===== src/rtl/cover_pkg.sv =====
// Shared definitions for the toggle-cover collectors and the coverage aggregator.
package cover_pkg;

  localparam int unsigned COVER_TOTAL_DEFAULT = 10906;

  function automatic int unsigned cover_idx_w(input int unsigned total);
    return (total <= 1) ? 1 : $clog2(total);
  endfunction

  typedef logic [cover_idx_w(COVER_TOTAL_DEFAULT)-1:0] cover_idx_t;

  function automatic logic [6:0] popcount64(input logic [63:0] v);
    logic [6:0] n;
    n = '0;
    for (int unsigned i = 0; i < 64; i++) begin
      n = n + 7'(v[i]);
    end
    return n;
  endfunction

endpackage


===== src/rtl/cover_lsb_pick.sv =====
// Combinational lowest-set-bit finder: flag, binary index and one-hot of the lowest set bit.
module cover_lsb_pick #(
  parameter int unsigned WIDTH = 7,
  parameter int unsigned IDXW  = (WIDTH > 1) ? $clog2(WIDTH) : 1
) (
  input  logic [WIDTH-1:0] vec_i,
  output logic             any_o,
  output logic [IDXW-1:0]  idx_o,
  output logic [WIDTH-1:0] onehot_o
);

  always_comb begin
    any_o    = 1'b0;
    idx_o    = '0;
    onehot_o = '0;
    for (int unsigned i = 0; i < WIDTH; i++) begin
      if (vec_i[i] && !any_o) begin
        any_o       = 1'b1;
        idx_o       = IDXW'(i);
        onehot_o[i] = 1'b1;
      end
    end
  end

endmodule


===== src/rtl/cover_toggle_collector.sv =====
// Captures a toggle-hit vector into a pending bitmap and drains it as cover-point indices,
// one per valid/ready handshake, with optional report-once dedup and a merge counter.
module cover_toggle_collector
  import cover_pkg::*;
#(
  parameter  int unsigned WIDTH       = 7,
  parameter  int unsigned COVER_INDEX = 0,
  parameter  int unsigned COVER_TOTAL = COVER_TOTAL_DEFAULT,
  parameter  int unsigned DEDUP       = 1,
  parameter  int unsigned CNT_W       = 16,
  localparam int unsigned IW          = cover_idx_w(COVER_TOTAL),
  localparam int unsigned CW          = $clog2(WIDTH + 1)
) (
  input  logic             clock,
  input  logic             reset,
  input  logic             enable,
  input  logic [WIDTH-1:0] valid,
  input  logic             clear,
  output logic             out_valid,
  input  logic             out_ready,
  output logic [IW-1:0]    out_index,
  output logic [WIDTH-1:0] hit_map,
  output logic [CW-1:0]    hit_count,
  output logic [CNT_W-1:0] merge_cnt,
  output logic             busy
);

  localparam int unsigned PW    = (WIDTH > 1) ? $clog2(WIDTH) : 1;
  localparam int unsigned SUM_W = CNT_W + 8;

  if (WIDTH < 1 || WIDTH > 64 || COVER_INDEX + WIDTH > COVER_TOTAL) begin : g_param_check
    $error("cover_toggle_collector: WIDTH must be 1..64 and COVER_INDEX+WIDTH <= COVER_TOTAL");
  end

  logic [WIDTH-1:0] pending_q, pending_d;
  logic [WIDTH-1:0] hit_map_q, hit_map_d;
  logic [CW-1:0]    hit_count_q, hit_count_d;
  logic [CNT_W-1:0] merge_cnt_q, merge_cnt_d;
  logic             out_valid_q, out_valid_d;
  logic [IW-1:0]    out_index_q, out_index_d;

  logic             pick_any;
  logic [PW-1:0]    pick_idx;
  logic [WIDTH-1:0] pick_onehot;

  logic [WIDTH-1:0] acc;
  logic [WIDTH-1:0] seen;
  logic             load;
  logic [WIDTH-1:0] load_mask;
  logic [WIDTH-1:0] merge_bits;
  logic [SUM_W-1:0] merge_sum;

  cover_lsb_pick #(
    .WIDTH (WIDTH),
    .IDXW  (PW)
  ) u_pick (
    .vec_i    (pending_q),
    .any_o    (pick_any),
    .idx_o    (pick_idx),
    .onehot_o (pick_onehot)
  );

  always_comb begin
    acc  = '0;
    seen = '0;
    if (enable) begin
      seen = valid;
      acc  = (DEDUP != 0) ? (valid & ~hit_map_q) : valid;
    end

    load      = !out_valid_q || out_ready;
    load_mask = load ? pick_onehot : '0;

    merge_bits = acc & pending_q & ~load_mask;
    merge_sum  = SUM_W'(merge_cnt_q) + SUM_W'(popcount64(64'(merge_bits)));

    pending_d = (pending_q & ~load_mask) | acc;

    // Sticky map records every enabled hit, so a hit coinciding with clear survives it even
    // when dedup suppresses its report (acc is masked by the pre-clear map).
    hit_map_d   = (clear ? '0 : hit_map_q) | seen;
    hit_count_d = CW'(popcount64(64'(hit_map_d)));

    if (clear) begin
      merge_cnt_d = '0;
    end else if (merge_sum > SUM_W'({CNT_W{1'b1}})) begin
      merge_cnt_d = '1;
    end else begin
      merge_cnt_d = merge_sum[CNT_W-1:0];
    end

    out_valid_d = out_valid_q;
    out_index_d = out_index_q;
    if (load) begin
      out_valid_d = pick_any;
      if (pick_any) begin
        out_index_d = IW'(COVER_INDEX) + IW'(pick_idx);
      end
    end
  end

  always_ff @(posedge clock or negedge reset) begin
    if (!reset) begin
      pending_q   <= '0;
      hit_map_q   <= '0;
      hit_count_q <= '0;
      merge_cnt_q <= '0;
      out_valid_q <= 1'b0;
      out_index_q <= '0;
    end else begin
      pending_q   <= pending_d;
      hit_map_q   <= hit_map_d;
      hit_count_q <= hit_count_d;
      merge_cnt_q <= merge_cnt_d;
      out_valid_q <= out_valid_d;
      out_index_q <= out_index_d;
    end
  end

  assign out_valid = out_valid_q;
  assign out_index = out_index_q;
  assign hit_map   = hit_map_q;
  assign hit_count = hit_count_q;
  assign merge_cnt = merge_cnt_q;
  assign busy      = (pending_q != '0) || out_valid_q;

endmodule

===== config.mk =====
export PLATFORM = sky130hd
export DESIGN_NAME = cover_toggle_collector
export DESIGN_NICKNAME = d
export VERILOG_FILES = /design/src/rtl/cover_pkg.sv /design/src/rtl/cover_lsb_pick.sv /design/src/rtl/cover_toggle_collector.sv
export SDC_FILE = /design/constraint.sdc
export NUM_CORES = 1
export LEC_CHECK = 0
export CORE_MARGIN = 3
export CORE_UTILIZATION = 31
export DETAILED_ROUTE_END_ITERATION = 10
export SKIP_LAST_GASP = 1
export SLEW_MARGIN = 20
export SYNTH_ARGS = -nofsm -noshare
export SYNTH_HDL_FRONTEND = slang
export SYNTH_SLANG_ARGS = --single-unit

===== constraint.sdc =====
create_clock -name clock -period 6.12 [get_ports clock]
set_clock_uncertainty 0.15 [all_clocks]
set_input_delay 1.224 -clock clock [delete_from_list [all_inputs] [get_ports clock]]
set_output_delay 1.224 -clock clock [all_outputs]
set_load 0.01 [all_outputs]

==> run metrics <==
# diodes 0; via count 1593; share of layout cells above drive strength 1 4.74%; Slew HR 41.7%; critical path class in2reg; Seq/Total Area, Yosys 45.3%; M2 GR Usage 18.1%; RSZ-0062 raised after global routing false; number of global-route vias before repair 1528; Syn Std Cell Area 0.00205 mm^2; area of the core 0.00617 mm^2; Pwr Density 255 mW/mm^2; Starting Density 33.2%; DRT antenna net count 0; worst r2r src out_valid; CTS Buf Count 5; HP Class reg2reg; routed len/inst 13.9 um; fillers 595; share of flip-flops with an asynchronous set or reset 100%; DR vias/cell 4.86; Final Cycle Share 92.1%; CTS max path bufs 2; yosys warns 0; Worst Hold Path Cells 1; hold_sp out_index[2]; number of remaining DRC errors 0; Max Cap Viol 0; Die Wd 87.2 um; grt total ovfl 0; top-area cell type share of the netlist area 45.3%; met1 Use GR 17.7%; Worst EP arrival 5670 ps; Top Ports 54; DRT iter0 DRCs 53; CP Launch Type primary input; Final Hold Viols 0; Crit Path Max Fanout 12; Least-Margin Pin Slew 872 ps; r2r setup slk 1430 ps; Worst EP required 6150 ps; Setup Buffers After CTS 0; root buffer cell clkbuf_8; CTS tree built; Critical Path End Type flop; grt met3 use 3.50%; most used routing layer met2; cells after synthesis 208; r2r endpoint merge_cnt[2]; Layout area overhead 26.4%; largest net degree at the start of global routing 38; hold_buf cts 0; setup violators final 0; Worst-Skew Late Latency 280 ps; f_max 177 MHz; Die Y 87.2 um; DRT Wirelength 4570 um; design area 0.00258 mm^2; worst r2r path cells 15; clock transition at the registers of the reported paths 70 ps; Overall Global Routing Usage 12.7%; count leader, synth dfrtp_1; htree depth 2; cell taking the most area after synthesis dfrtp_1; Post-synth EDFFs 0; fin crit period 5640 ps; Synth area leaders dfrtp_1, fa_1, o21ai_0; Max IR drop VDD 117 uV; synth unique cells 40; commonest cells in the netlist dfrtp_1, o21ai_0, inv_1, nand2_1, a21oi_1; die area 0.00761 mm^2; I/O Buffers 42; register bit count reported by yosys 37; Hold EP out_index[2]; max-slew violations 0; DPL Wire Length 3470 um; initial antenna violation count 0; P_leak 1.09 nW; CTS Sinks 37; cts repair resizes 0; Post-synth top flop dfrtp_1; Final #Nets 280; outcome complete, no violations; Final Wtd Congestion 0.779; dpl cell area 0.00250 mm^2; row count 28; first-pass GRT wire length 7360 um; Setup TNS Final 0 ps; DR pass1 iterations 4; Mapped Avg Cell Area 9.84 um^2
## where the power goes
part           internal, mW  total [mW]  switching, mW
sequential            0.279       0.303         0.0238
combinational        0.0910       0.184         0.0927
clock                0.0894       0.172         0.0822
## worst max-delay path, stage by stage
cell             delay [ps]
clkdlybuf4s50_1         410
nor2b_1                 250
nand2_1                 130
nor3_1                  250
fa_1                    450
inv_1                    90
fa_1                    420
fa_1                    490
inv_1                    70
ha_1                    180
inv_1                    60
fa_1                    390
nand2b_1                210
a21oi_1                 300
nand3_1                 440
a21oi_1                 300
## kinds of logic (layout without fill, tap and decap cells)
kind of cell    Yosys count  count (layout)  share of synthesized area (%)
flops                    37              37                           45.3
buf+inv                  36              71                           8.99
xor+xnor                  5               5                           2.14
simple gates             57              57                           14.3
mux                       2               2                           1.10
fa+ha+maj                15              15                           12.1
compound gates           55              55                           15.9
other cells               1              11                          0.183
## placed cells by master (no fill, tap or decap), types with 4 or more instances in the layout
master,instances
inv_1,20
conb_1,11
nand3_1,4
a31oi_1,5
ha_1,7
fa_1,8
nor2_1,8
clkbuf_8,6
clkdlybuf4s50_1,41
a21oi_1,13
nor3_1,5
or3_1,9
nand2_1,16
dfrtp_1,37
nor4_1,4
o21ai_0,22
## metrics by stage
step                cells  util, %  power, mW  setup WS [ps]  hold slack [ps]
detailed placement    321     40.5      0.495            212              350
global placement      321     40.5      0.492            292              342
finish                328     41.9      0.658            481              365
floorplan             218        -      0.410           1160              322
CTS                   328     41.9      0.671            494              362
global route          328     41.9      0.710            126              373
## final cells by class
| cell class | instances | area [um^2] | area share [%] |
|---|---|---|---|
| multi-input combinational | 145 | 973 | 37.7 |
| sequential | 37 | 926 | 35.8 |
| timing repair buffer | 44 | 430 | 16.7 |
| tap | 75 | 93.8 | 3.63 |
| clock buffer | 7 | 86.3 | 3.34 |
| inverter | 20 | 75.1 | 2.90 |
## flip-flops by register name (all words and copies together) (netlist names)
signal     cells
hit_map        7
out_valid      1
pending_q      7
merge_cnt     16
hit_count      3
out_index      3
## routing by layer
metal	vias to the layer above	part of all wire, %
li1	790	-
met1	752	48
met2	47	45
met3	4	4.8
met4	0	1.7
met5	-	0
## worst max-delay path by stage
| stage | startpoint | endpoint | slack [ps] | depth (start not counted) |
|---|---|---|---|---|
| after global placement | out_ready | merge_cnt[7] | 290 | 16 |
| after detailed placement | out_ready | merge_cnt[2] | 210 | 16 |
| after CTS | out_ready | merge_cnt[2] | 490 | 16 |
| after global routing | out_ready | merge_cnt[2] | 130 | 16 |
| final | out_ready | merge_cnt[2] | 480 | 16 |
| after floorplan | out_ready | merge_cnt[8] | 1160 | 15 |
No activity file was read; power rests on OpenSTA's default activity.
